## src/rtl/info_uart_pkg.sv

```systemverilog
// info_uart_pkg: shared FSM state type, ASCII constants and the nibble-to-hex
// helper used by the info_hex_uart status-word printer.
package info_uart_pkg;

  typedef enum logic [2:0] {IDLE, LOAD, START, DATA, STOP, NEXT} state_t;

  localparam logic [7:0] ASCII_CR   = 8'h0D;
  localparam logic [7:0] ASCII_LF   = 8'h0A;
  localparam logic [7:0] ASCII_BANG = 8'h21;

  // 0-9 map onto '0'..'9'; 10-15 onto 'A'..'F' (8'h37 + 10 = 8'h41).
  function automatic logic [7:0] hex_ascii(input logic [3:0] n);
    if (n < 4'd10) return 8'h30 + {4'h0, n};
    return 8'h37 + {4'h0, n};
  endfunction

endpackage

```

## src/rtl/info_fifo.sv

```systemverilog
// info_fifo: 2**DEPTH_BITS-deep word FIFO with simultaneous push/pop, a
// saturating-free occupancy count (never exceeds depth) and a combinational head read.
module info_fifo #(
  parameter int DEPTH_BITS = 4,
  parameter int WIDTH      = 16
) (
  input  logic                clk,
  input  logic                reset_n,
  input  logic                push_i,
  input  logic [WIDTH-1:0]    wdata_i,
  input  logic                pop_i,
  output logic [WIDTH-1:0]    rdata_o,
  output logic                full_o,
  output logic                empty_o,
  output logic [DEPTH_BITS:0] count_o
);

  localparam int DEPTH = 2 ** DEPTH_BITS;

  logic [WIDTH-1:0]      mem_q [DEPTH];
  logic [DEPTH_BITS-1:0] wr_ptr_q;
  logic [DEPTH_BITS-1:0] rd_ptr_q;
  logic [DEPTH_BITS:0]   count_q;
  logic                  do_push;
  logic                  do_pop;

  assign empty_o = (count_q == '0);
  assign full_o  = count_q[DEPTH_BITS];
  assign do_pop  = pop_i && !empty_o;
  // A full FIFO still accepts a word when the head leaves in the same cycle.
  assign do_push = push_i && (!full_o || do_pop);
  assign rdata_o = mem_q[rd_ptr_q];
  assign count_o = count_q;

  always_ff @(posedge clk) begin
    if (do_push) mem_q[wr_ptr_q] <= wdata_i;
  end

  always_ff @(posedge clk or negedge reset_n) begin
    if (!reset_n) begin
      wr_ptr_q <= '0;
      rd_ptr_q <= '0;
      count_q  <= '0;
    end else begin
      if (do_push) wr_ptr_q <= wr_ptr_q + 1'b1;
      if (do_pop)  rd_ptr_q <= rd_ptr_q + 1'b1;
      if (do_push && !do_pop)      count_q <= count_q + 1'b1;
      else if (do_pop && !do_push) count_q <= count_q - 1'b1;
    end
  end

endmodule

```

## src/rtl/info_hex_uart.sv

```systemverilog
// info_hex_uart: buffers strobed 16-bit status words and prints each on an 8N1
// TX-only UART as 4 hex chars + CR LF. INFO_UART_OVERFLOW_MARK_EN adds a '!' prefix after drops.
module info_hex_uart
  import info_uart_pkg::*;
#(
  parameter int CLKDIV     = 217,
  parameter int DEPTH_BITS = 4,
  parameter int DWIDTH     = 16
) (
  input  logic                clk,
  input  logic                reset_n,
  input  logic [DWIDTH-1:0]   info,
  input  logic                info_e,
  output logic                tx,
  output logic                busy,
  output logic                overflow,
  output logic [DEPTH_BITS:0] fifo_count
);

  localparam int            TW         = $clog2(CLKDIV);
  localparam logic [TW-1:0] BIT_RELOAD = TW'(CLKDIV - 1);

  state_t            state_q;
  logic [TW-1:0]     timer_q;
  logic [2:0]        bit_cnt_q;
  logic [2:0]        char_idx_q;
  logic [7:0]        shreg_q;
  logic [DWIDTH-1:0] line_word_q;
  logic              tx_q;
  logic              busy_q;
  logic              overflow_q;

  logic              fifo_full;
  logic              fifo_empty;
  logic [DWIDTH-1:0] fifo_rdata;
  logic              pop;
  logic              drop;
  logic [2:0]        char_sel;
  logic [2:0]        hex_sel;
  logic [2:0]        last_idx;
  logic [7:0]        char_byte;

  assign pop  = (state_q == IDLE) && !fifo_empty;
  assign drop = info_e && fifo_full && !pop;

  info_fifo #(
    .DEPTH_BITS (DEPTH_BITS),
    .WIDTH      (DWIDTH)
  ) u_fifo (
    .clk     (clk),
    .reset_n (reset_n),
    .push_i  (info_e),
    .wdata_i (info),
    .pop_i   (pop),
    .rdata_o (fifo_rdata),
    .full_o  (fifo_full),
    .empty_o (fifo_empty),
    .count_o (fifo_count)
  );

`ifdef INFO_UART_OVERFLOW_MARK_EN
  logic mark_q;
  logic line_mark_q;

  always_ff @(posedge clk or negedge reset_n) begin
    if (!reset_n) begin
      mark_q      <= 1'b0;
      line_mark_q <= 1'b0;
    end else if (pop) begin
      line_mark_q <= mark_q;
      mark_q      <= 1'b0;
    end else if (drop) begin
      mark_q <= 1'b1;
    end
  end

  assign last_idx = line_mark_q ? 3'd6 : 3'd5;
`else
  assign last_idx = 3'd5;
`endif

  // Character to load next: index 0 while in LOAD, otherwise the one after char_idx.
  always_comb begin
    char_sel = (state_q == LOAD) ? 3'd0 : char_idx_q + 3'd1;
    hex_sel  = char_sel;
`ifdef INFO_UART_OVERFLOW_MARK_EN
    if (line_mark_q) hex_sel = char_sel - 3'd1;
`endif
    case (hex_sel)
      3'd0:    char_byte = hex_ascii(line_word_q[15:12]);
      3'd1:    char_byte = hex_ascii(line_word_q[11:8]);
      3'd2:    char_byte = hex_ascii(line_word_q[7:4]);
      3'd3:    char_byte = hex_ascii(line_word_q[3:0]);
      3'd4:    char_byte = ASCII_CR;
      default: char_byte = ASCII_LF;
    endcase
`ifdef INFO_UART_OVERFLOW_MARK_EN
    if (line_mark_q && char_sel == 3'd0) char_byte = ASCII_BANG;
`endif
  end

  always_ff @(posedge clk or negedge reset_n) begin
    if (!reset_n) begin
      state_q     <= IDLE;
      timer_q     <= '0;
      bit_cnt_q   <= '0;
      char_idx_q  <= '0;
      shreg_q     <= '0;
      line_word_q <= '0;
      tx_q        <= 1'b1;
      busy_q      <= 1'b0;
      overflow_q  <= 1'b0;
    end else begin
      busy_q <= 1'b1;
      if (drop) overflow_q <= 1'b1;
      case (state_q)
        IDLE: begin
          busy_q <= info_e;
          if (pop) begin
            line_word_q <= fifo_rdata;
            busy_q      <= 1'b1;
            state_q     <= LOAD;
          end
        end
        LOAD: begin
          char_idx_q <= '0;
          shreg_q    <= char_byte;
          tx_q       <= 1'b0;
          timer_q    <= BIT_RELOAD;
          state_q    <= START;
        end
        START: begin
          if (timer_q == '0) begin
            timer_q   <= BIT_RELOAD;
            bit_cnt_q <= '0;
            tx_q      <= shreg_q[0];
            state_q   <= DATA;
          end else begin
            timer_q <= timer_q - 1'b1;
          end
        end
        DATA: begin
          if (timer_q == '0) begin
            timer_q <= BIT_RELOAD;
            if (bit_cnt_q == 3'd7) begin
              tx_q    <= 1'b1;
              state_q <= STOP;
            end else begin
              bit_cnt_q <= bit_cnt_q + 3'd1;
              shreg_q   <= {1'b0, shreg_q[7:1]};
              tx_q      <= shreg_q[1];
            end
          end else begin
            timer_q <= timer_q - 1'b1;
          end
        end
        STOP: begin
          if (timer_q == '0) state_q <= NEXT;
          else               timer_q <= timer_q - 1'b1;
        end
        NEXT: begin
          if (char_idx_q == last_idx) begin
            busy_q  <= (fifo_count != '0) || info_e;
            state_q <= IDLE;
          end else begin
            char_idx_q <= char_idx_q + 3'd1;
            shreg_q    <= char_byte;
            tx_q       <= 1'b0;
            timer_q    <= BIT_RELOAD;
            state_q    <= START;
          end
        end
        default: state_q <= IDLE;
      endcase
    end
  end

  assign tx       = tx_q;
  assign busy     = busy_q;
  assign overflow = overflow_q;

endmodule

```

## config.mk

```make
export PLATFORM = sky130hd
export DESIGN_NAME = info_hex_uart
export DESIGN_NICKNAME = d
export VERILOG_FILES = /design/src/rtl/info_uart_pkg.sv /design/src/rtl/info_fifo.sv /design/src/rtl/info_hex_uart.sv
export SDC_FILE = /design/constraint.sdc
export NUM_CORES = 1
export LEC_CHECK = 0
export CAP_MARGIN = 10
export CELL_PAD_IN_SITES_DETAIL_PLACEMENT = 1
export CELL_PAD_IN_SITES_GLOBAL_PLACEMENT = 2
export CORE_ASPECT_RATIO = 1.75
export CORE_MARGIN = 2
export CORE_UTILIZATION = 45
export CTS_BUF_LIST = sky130_fd_sc_hd__clkbuf_8
export CTS_CLUSTER_SIZE = 40
export DETAILED_ROUTE_END_ITERATION = 12
export PLACE_DENSITY_LB_ADDON = 0.1
export SLEW_MARGIN = 20
export SYNTH_ARGS = -nofsm -noshare
export SYNTH_HDL_FRONTEND = slang
export SYNTH_SLANG_ARGS = --single-unit
```

## constraint.sdc

```tcl
create_clock -name clk -period 4.8 [get_ports clk]
set_clock_uncertainty 0.1 [all_clocks]
set_input_delay 0.72 -clock clk [delete_from_list [all_inputs] [get_ports clk]]
set_output_delay 0.72 -clock clk [all_outputs]
set_load 0.005 [all_outputs]
```

# ---- Yosys cells after proc, flatten, opt, wreduce, memory -nomap -nowiden
# Memories as Yosys holds them, arrays and structs flattened. A register that Yosys moved wholly into a read port is not among the register bits.
# Cells that the tools add are included.
dict set report word_totals {
  wordCells 135
  ramBits 256
  out_inout_bits 8
  in_bits 19
  register_bits 41
  memories 1
}
dict set report classes {
  n_lt_le_gt_ge 4
  n_mux 51
  n_reduce_logical 34
  n_eq_ne 19
  addsub 15
}
# name depth word_bits read_ports rd_ports_with_merged_regs write_ports line
set memory_table {}
lappend memory_table {u_fifo.mem_q 16 16 1 1 1 info_fifo.sv:20} ;# logic [WIDTH-1:0] mem_q [DEPTH];
# operator count
set ops {}
lappend ops {{8-bit 2-to-1 mux} 14}
lappend ops {{6-bit by 4-bit adder with 7-bit output, first input constant} 8}
lappend ops {{8-bit one-hot mux with 5 select lines} 1}
lappend ops {{8-bit one-hot mux with 4 select lines} 1}
lappend ops {{3-bit 2-to-1 mux} 10}
lappend ops {{8-bit one-hot mux with 3 select lines} 1}
lappend ops {{3-bit one-hot mux with 6 select lines} 1}
lappend ops {{4-bit less-than comparator, second input constant} 4}
lappend ops {{1-bit 2-to-1 mux} 16}
lappend ops {{2-bit != test, second input constant} 8}
lappend ops {{3-bit equality test, second input constant} 5}
lappend ops {{3-bit by 2-bit equality test with 1-bit output, second input constant} 4}
lappend ops {{3-bit one-hot mux with 2 select lines} 2}
lappend ops {{4-bit AND reduction} 3}
lappend ops {{5-bit 2-to-1 mux} 2}
lappend ops {{4-bit by 1-bit adder with 4-bit output, second input constant} 2}
lappend ops {{8-bit zero test} 1}
lappend ops {{4-bit nonzero test} 2}
lappend ops {{8-bit by 1-bit subtractor with 8-bit output, second input constant} 1}
lappend ops {{1-bit logical AND} 7}
lappend ops {{3-bit by 1-bit adder with 3-bit output, second input constant} 2}
lappend ops {{3-bit by 1-bit equality test with 1-bit output, second input constant} 2}
lappend ops {{1-bit zero test} 6}
lappend ops {{3-bit zero test} 2}
lappend ops {{other kinds (14)} 18}

# ---- Logic depth before layout (Yosys ltp)
# Gate-level depths: netlist (run 1).
dict set report depth {
  depth_word 10
  mapped_depth 13
  depth_no_buf 12
}

# ---- By module
# Synthesis (run 1) repeated with hierarchy kept, for this count alone.
dict set report unflattened {
  cells_unflattened 862
  area_unflattened_um2 13595.5
}
# module cells_per_inst seq_area_each_um2 area_each_um2 n_inst
set by_module_without_submodules {}
lappend by_module_without_submodules {info_fifo 561 8012.7 10926.7 1}
lappend by_module_without_submodules {info_hex_uart 301 1077.3 2668.8 1}

# ---- Worst setup path before layout (run 1)
# No wires, ideal clock.
dict set report synth_path {
  kind {register -> register}
  startpoint {register state_q[2]}
  endpoint {memory u_fifo.mem_q[1][0], enable pin}
  slack_ns 1.642
  setup_time_ns 0.430
  n_path_buf 1
  arrival_time_ns 2.628
  synth_period_minus_slack_ns 3.158
  t_required_ns 4.270
  path_stages_with_launch 5
  cell_sequence {dfrtp_1 -> clkbuf_1 -> o31ai_1 -> nand2_1 -> nor4_1}
}
dict set report synth_between {
  elab_chain_len 7
}
# item line
set synth_lines {}
lappend synth_lines {{start: declaration} info_hex_uart.sv:23} ;# state_t state_q;
lappend synth_lines {{start signal: assignment} info_hex_uart.sv:104} ;# state_q <= IDLE;
lappend synth_lines {{start signal: assignment} info_hex_uart.sv:122} ;# state_q <= LOAD;
lappend synth_lines {{start signal: assignment} info_hex_uart.sv:130} ;# state_q <= START;
lappend synth_lines {{3-bit zero test} info_hex_uart.sv:43} ;# assign pop = (state_q == IDLE) && !fifo_empty;
lappend synth_lines {{1-bit logical AND} info_hex_uart.sv:43}
lappend synth_lines {{1-bit logical AND} info_fifo.sv:29} ;# assign do_pop = pop_i && !empty_o;
lappend synth_lines {{1-bit logical OR} info_fifo.sv:31} ;# assign do_push = push_i && (!full_o || do_pop);
lappend synth_lines {{1-bit logical AND} info_fifo.sv:31}
lappend synth_lines {{1-bit 2-to-1 mux} info_fifo.sv:36} ;# if (do_push) mem_q[wr_ptr_q] <= wdata_i;
lappend synth_lines {{1-bit 2-to-1 mux (not written as such)} info_fifo.sv:36}
lappend synth_lines {{end: declaration} info_fifo.sv:20}
# Every way passes these cells.

# ---- Worst setup path in the final report (run 1)
dict set report layout_path {
  startpoint {register state_q[0]}
  endpoint {register u_fifo.count_q[4], in the netlist u_fifo.count_o[4]}
}
dict set report layout_between {
  elab_chain_len 8
  elab_cells_between_ends 11
  classes_between {1 x mux; 10 x reduce/logical}
}
# item line
set layout_lines {}
lappend layout_lines {{3-bit zero test *} info_hex_uart.sv:43}
lappend layout_lines {{1-bit logical AND *} info_hex_uart.sv:43}
lappend layout_lines {{1-bit logical AND *} info_fifo.sv:29}
lappend layout_lines {{1-bit logical OR} info_fifo.sv:31}
lappend layout_lines {{1-bit logical AND} info_fifo.sv:31}
lappend layout_lines {{1-bit zero test} info_fifo.sv:48} ;# else if (do_pop && !do_push) count_q <= count_q - 1'b1;
lappend layout_lines {{1-bit logical AND} info_fifo.sv:48}
lappend layout_lines {{2-bit nonzero test (no line)} -}
lappend layout_lines {{end signal: assignment} info_fifo.sv:47} ;# if (do_push && !do_pop) count_q <= count_q + 1'b1;
lappend layout_lines {{end signal: assignment} info_fifo.sv:48}
lappend layout_lines {{end: declaration} info_fifo.sv:23} ;# logic [DEPTH_BITS:0] count_q;
# Mark *: on every way between the ends. The rest lies on a longest branch, timed or not.
# A chain may end at the register's enable or synchronous reset.

==> results of run 1 <==
## how the worst max path moves through the flow
stage	start	end	slack, ns	cells after the start
after floorplan	state_q[2]	u_fifo.mem_q[1][0]	1.64	4
after global placement	info_e	u_fifo.count_o[4]	1.41	11
after detailed placement	info_e	u_fifo.count_o[4]	1.33	11
after CTS	state_q[0]	u_fifo.count_o[4]	1.48	11
after global routing	state_q[0]	u_fifo.count_o[4]	1.23	11
final	state_q[0]	u_fifo.count_o[4]	1.50	11
## synthesized netlist by cell type (18+ instances only)
master    number
edfxtp_1     256
dfrtp_1       55
mux2i_1       31
inv_1         28
nor2_1        22
nand2_1       54
a21oi_1       18
o21ai_0       25
mux4_2        65
o221ai_1      18
buf_2         19
ha_1          19
## logic make-up after synthesis
family	Yosys count
multiplexers	99
flip-flops	312
AND/OR/NAND/NOR	139
adder cells (fa/ha/maj)	20
buffers and inverters	64
XOR/XNOR	20
AO/OA/AOI/OAI	112
## registers in the layout (all words and copies together), names as in the netlist, 4 cells and up
signal           cells
line_word_q         16
u_fifo.count_o       5
u_fifo.rd_ptr_q      4
u_fifo.wr_ptr_q      4
shreg_q              7
u_fifo.mem_q       256
timer_q              8
## layout by cell type, fill, tap and decap left out, types with 5 or more instances in the layout
master,instances
a211oi_1,5
a21o_1,5
a21oi_1,18
a22o_1,6
and2_1,5
buf_4,14
clkbuf_8,48
clkdlybuf4s50_1,25
clkinv_1,9
dfrtp_1,52
edfxtp_1,256
ha_1,19
inv_1,47
mux2i_1,31
mux4_2,65
nand2_1,54
nand2b_1,7
nand3_1,5
nor2_1,18
nor2b_1,7
nor3_1,7
o21ai_0,25
o221ai_1,18
xnor2_1,16
## metal layers
layer / vias up / GRT usage [%] / share of wire (%)
met5: - / 0 / 0
met4: 0 / 10.85 / 5.1
met3: 70 / 2.988 / 3.1
met2: 153 / 40.72 / 57
met1: 3684 / 22.46 / 35
li1: 3149 / - / -
## worst reg2reg max path: cells and delay by family, from the launching register on
| family | cells | cell delay [ns] |
|---|---|---|
| adders and majority gates | 2 | 0.60 |
| DFF | 1 | 0.78 |
| buffers and inverters | 2 | 0.47 |
| AOI/OAI and AO/OA | 3 | 0.58 |
| xor gates and xnor gates | 2 | 0.29 |
| and+or+nand+nor | 2 | 0.36 |
## layout make-up
cell class / count / area (sq um)
timing repair buffer: 40 / 360.3
clock buffer: 48 / 660.6
multi-input combinational: 390 / 3784
fill: 2619 / 13890
sequential: 312 / 9096
clock inverter: 35 / 245.2
inverter: 30 / 112.6
tap: 378 / 473.0
## report_power, final
| part | total (mW) | switching [mW] | internal, mW |
|---|---|---|---|
| registers | 2.94 | 0.00426 | 2.93 |
| clock network | 2.13 | 0.990 | 1.14 |
| logic | 0.0698 | 0.0494 | 0.0204 |
## through the flow
step / utilization, % / area [sq um] / std cells
3_5_place_dp: 48.28 / 13820 / 1150
5_1_grt: 51.46 / 14730 / 1233
6_report: 51.46 / 14730 / 1233
4_1_cts: 51.44 / 14730 / 1233
3_3_place_gp: 48.28 / 13820 / 1150
2_1_floorplan: - / 13080 / 766
==> run_results.csv, run 1 <==
group,metric,value,unit
status,status,"finished, final reports clean",
placed_design,place.gp.congestion,0.8054,
logic_synthesis,synth_fa_ha_area_share,1.970,%
timing,tns,0,ns
logic_synthesis,synth.avg_cell_area,17.08,sq um
clock_network,clk_pin_slew,0.07,ns
timing,fmax,0.3034,GHz
timing,worstMarginPinSlew,1.055,ns
timing,setup_ws,1.504,ns
pwr,max-vdd-ir-drop,0.0002264,V
timing,setup_violations,0,
worst_setup_path,rrSetupSlack,1.50,ns
clock_network,numClockSinks,312,
logic_synthesis,synth_cell_type_count,57,
worst_setup_path,crit_chain,"o31ai_1 > nand2_1 > clkinv_1 > ha_1 > inv_1 > ha_1 > a21o_1 > a21oi_1 > xnor2_1 > nor2_1 > xor2_1",
logic_synthesis,synth-xor-area-share,1.339,%
worst_setup_path,crit_type,"register to register",
clock_network,cts_made_buffers,46,
drt,vias,7056,
floorplan,coreArea,0.02863,sq mm
floorplan,start_util,45.71,%
placed_design,pre_cts_ws,1.328,ns
logic_synthesis,syn_area,0.01308,sq mm
worst_setup_path,crit_path_end_kind,"register",
floorplan,ios,27,
global_routing,track_usage,21.34,%
timing,timing.final.crit_share,68.68,%
logic_synthesis,yosysSeqAreaShare,69.47,%
clock_network,htreeDepth,2,
worst_setup_path,cpMostUsedCell,"ha_1",
drt,ant_nets,0,
worst_setup_path,worstReg2RegStart,"state_q[0]",
floorplan,dieArea,0.03051,sq mm
clock_network,postCtsSetupBuffers,0,
drt,viasPerCell,5.723,
pwr,power.density,348.8,mW/mm^2
logic_synthesis,synthFlopType,"edfxtp_1",
final_layout,finalNetCount,859,
clock_network,cts_tree,"built",
global_routing,grt_max_degree,38,
timing,slew_viol_final,0,
pwr,totalPowerFinal,5.138,mW
run,maxCapViolCount,0,
drt,finalWirelength,31.00,mm
clock_network,root_buffer,"clkbuf_8",
worst_setup_path,path_delay_family,"flip-flops",
logic_synthesis,async_flop_share,17.95,%
timing,hold_viol_final,0,
min_path,hp-class,"input port to async pin",
clock_network,cts_resized,0,
worst_setup_path,worst-path-buf-inv,2,
global_routing,grt_overflow,0,
worst_setup_path,rr_endpoint,"u_fifo.count_o[4]",
drt,dr.pass1.iters,4,
logic_synthesis,synth_top_family_by_area,"multiplexers",
logic_synthesis,yosys_warnings,0,
clock_network,clk_path_buf_depth,3,
logic_synthesis,ys_seq_elements,312,
pwr,leakagePower,4.969,nW
final_layout,layout-drive-gt1-share,18.95,%
logic_synthesis,syn_inst,766,
logic_synthesis,synth_nets,805,
global_routing,grt_pass1_vias,8127,
logic_synthesis,synth-simple-area-share,5.403,%
global_routing,antenna_found_initial,0,
logic_synthesis,yosys.area.top_type_share,58.75,%
logic_synthesis,synth_compound_area_share,5.919,%
logic_synthesis,yosys-mux-area-fraction,13.82,%
floorplan,num_rows,82,
timing,rsz0062_at_grt,"no",
worst_setup_path,max_stage_delay,0.78,ns
drt,drc,0,
floorplan,chipHeight,229.6,microns
drt,wl_per_cell,25.14,microns
worst_setup_path,r2r_cells,11,
placed_design,port_buffers,26,
worst_setup_path,arrival,3.63,ns
clock_network,cts_hold_buf,0,
placed_design,dp_hpwl,19.97,mm
timing,period_needed,3.296,ns
final_layout,area_growth,12.59,%
worst_setup_path,crit_fanout,22,
drt,drtIter0Drc,315,
timing,hold_slack,0.1436,ns
worst_setup_path,required,5.13,ns
clock_network,insertion_delay,0.57,ns
final_layout,antenna_cells,0,
floorplan,die_x,132.9,microns
global_routing,grt_pass1_wl,48.13,mm
timing,maxSlewHeadroom,29.60,%
worst_setup_path,worst_setup_path_start_kind,"register",
logic_synthesis,synth_area_leaders,"edfxtp_1 (59%), mux4_2 (11%), dfrtp_1 (11%)",
worst_setup_path,crit_path_top_delay_cell,"dfrtp_1",
logic_synthesis,synth_top_area_cell,"edfxtp_1",
logic_synthesis,synth_edf_count,256,
Note: power is estimated with default switching activity, not from simulation.
==> run 2: changes to the inputs <==
Settings changed: CORE_UTILIZATION 45 to 44.
Clock period 4.8 ns to 3 ns, I/O delays scaled along.
==> run 2 against run 1 <==
Against the previous run:
- core utilization down 0.18 points
- sequential power up 60%
- critical path depth up 1
- non-clock buffer count up 33
- fmax up 18%
- cell area up 1.9%
- critical endpoint unchanged
- largest cell class unchanged
- largest power group unchanged
==> run_results.csv, run 2 (synthesized netlist as in run 1, its figures left out) <==
group,metric,value,unit
timing,period_needed,2.795,ns
global_routing,track_usage,21.21,%
timing,timing.final.crit_share,93.17,%
drt,viasPerCell,5.644,
timing,setup_violations,0,
worst_setup_path,worst_setup_path_start_kind,"register",
clock_network,numClockSinks,312,
global_routing,grt_overflow,0,
placed_design,pre_cts_ws,-0.05709,ns
floorplan,start_util,44.68,%
clock_network,clk_pin_slew,0.07,ns
min_path,hp-class,"input port to async pin",
status,status,"finished, final reports clean",
timing,slew_viol_final,0,
placed_design,place.gp.congestion,0.8655,
final_layout,multi_input_area,0.003800,sq mm
drt,vias,7179,
clock_network,cts_tree,"built",
floorplan,num_rows,83,
timing,fmax,0.3578,GHz
drt,drtIter0Drc,314,
timing,maxSlewHeadroom,52.49,%
floorplan,ios,27,
pwr,max-vdd-ir-drop,0.0003585,V
global_routing,grt_max_degree,30,
timing,rsz0062_at_grt,"no",
run,maxCapViolCount,0,
global_routing,grt_pass1_vias,8177,
final_layout,top_regs,"u_fifo.mem_q (256), line_word_q (16), timer_q (8)",
worst_setup_path,r2r_cells,12,
pwr,totalPowerFinal,8.110,mW
final_layout,layout_common_cells,"edfxtp_1 (256), mux4_2 (65), nand2_1 (54)",
worst_setup_path,crit_type,"register to register",
placed_design,dp_hpwl,20.05,mm
drt,dr.pass1.iters,4,
floorplan,dieArea,0.03119,sq mm
final_layout,regMostFlops,"u_fifo.mem_q",
final_layout,layout-drive-gt1-share,22.47,%
worst_setup_path,crit_fanout,4,
pwr,leakagePower,5.134,nW
clock_network,root_buffer,"clkbuf_8",
timing,worstMarginPinSlew,0.7126,ns
clock_network,cts_made_buffers,46,
final_layout,finalNetCount,892,
final_layout,antenna_cells,0,
floorplan,die_x,134.4,microns
worst_setup_path,rrSetupSlack,0.20,ns
worst_setup_path,crit_path_end_kind,"register",
final_layout,fin_cells,1272,
placed_design,placed_cells,1185,
floorplan,chipHeight,232.1,microns
drt,wl_per_cell,24.74,microns
floorplan,coreArea,0.02929,sq mm
final_layout,final_common_cell,"edfxtp_1",
timing,setup_ws,0.2049,ns
pwr,power.density,540.0,mW/mm^2
drt,ant_nets,0,
clock_network,htreeDepth,2,
timing,tns,0,ns
global_routing,antenna_found_initial,0,
drt,drc,0,
clock_network,insertion_delay,0.59,ns
clock_network,clk_path_buf_depth,3,
global_routing,grt_pass1_wl,48.69,mm
timing,hold_viol_final,0,
final_layout,largest_register_ffs,256,
final_layout,area_growth,14.78,%
placed_design,port_buffers,26,
worst_setup_path,required,3.36,ns
worst_setup_path,arrival,3.16,ns
final_layout,regArea,0.009096,sq mm
final_layout,fillCellCount,2766,
drt,finalWirelength,31.46,mm
timing,hold_slack,0.3533,ns
run 2: stage by stage:
step / cell area [sq um] / util, %
2_1_floorplan: 13090 / -
6_report: 15020 / 51.28
3_5_place_dp: 14100 / 48.14
5_1_grt: 15020 / 51.28
3_3_place_gp: 14100 / 48.14
4_1_cts: 15000 / 51.23
run 2: worst max-delay path: stages (launching register included):
cell      delay, ns
dfrtp_1        0.41
or4_4          0.54
nor2_4         0.14
nor4_4         0.07
clkinv_2       0.06
ha_1           0.17
inv_1          0.11
fa_2           0.38
a21o_1         0.18
a21oi_2        0.16
xnor2_1        0.15
nor2_1         0.07
xor2_1         0.14
run 2: path summary, 6_finish.rpt:
| path | endpoint | from |
|---|---|---|
| min in group clk | tx | tx |
| setup reg to reg | u_fifo.count_o[4] | u_fifo.count_o[2] |
| hold reg to reg | tx | tx |
| setup / recovery | u_fifo.count_o[4] | u_fifo.count_o[2] |
| max in group asynchronous | u_fifo.rd_ptr_q[2] | reset_n |
| hold / removal | u_fifo.count_o[2] | reset_n |
run 2: what timing repair did:
item / in CTS / in global routing
hold buffers: 1 / 0
pin swaps: 1 / 1
endpoints found under the hold margin: 25 / 0
buffers inserted: 1 / 0
setup endpoints to repair: 1 / 1
resized for setup: 1 / 4
run 2: power breakdown:
group / switching [mW] / internal [mW] / total [mW]
sequential: 0.00601 / 4.69 / 4.70
clock: 1.61 / 1.69 / 3.30
combinational: 0.0776 / 0.0366 / 0.114
total: 1.69 / 6.42 / 8.11
run 2: layer usage:
layer,global-route usage [%],part of all wire [%]
met5,0,0
met4,9.474,4.1
met3,3.165,2.9
met2,39.81,56
met1,23.39,37
run 2: layout make-up:
cell class / count / area share (%)
Sequential cell: 312 / 60.57
Timing Repair Buffer: 73 / 4.316
Clock inverter: 36 / 1.383
Inverter: 30 / 0.7581
Tap cell: 382 / 3.183
Clock buffer: 49 / 4.491
Multi-Input combinational cell: 390 / 25.30
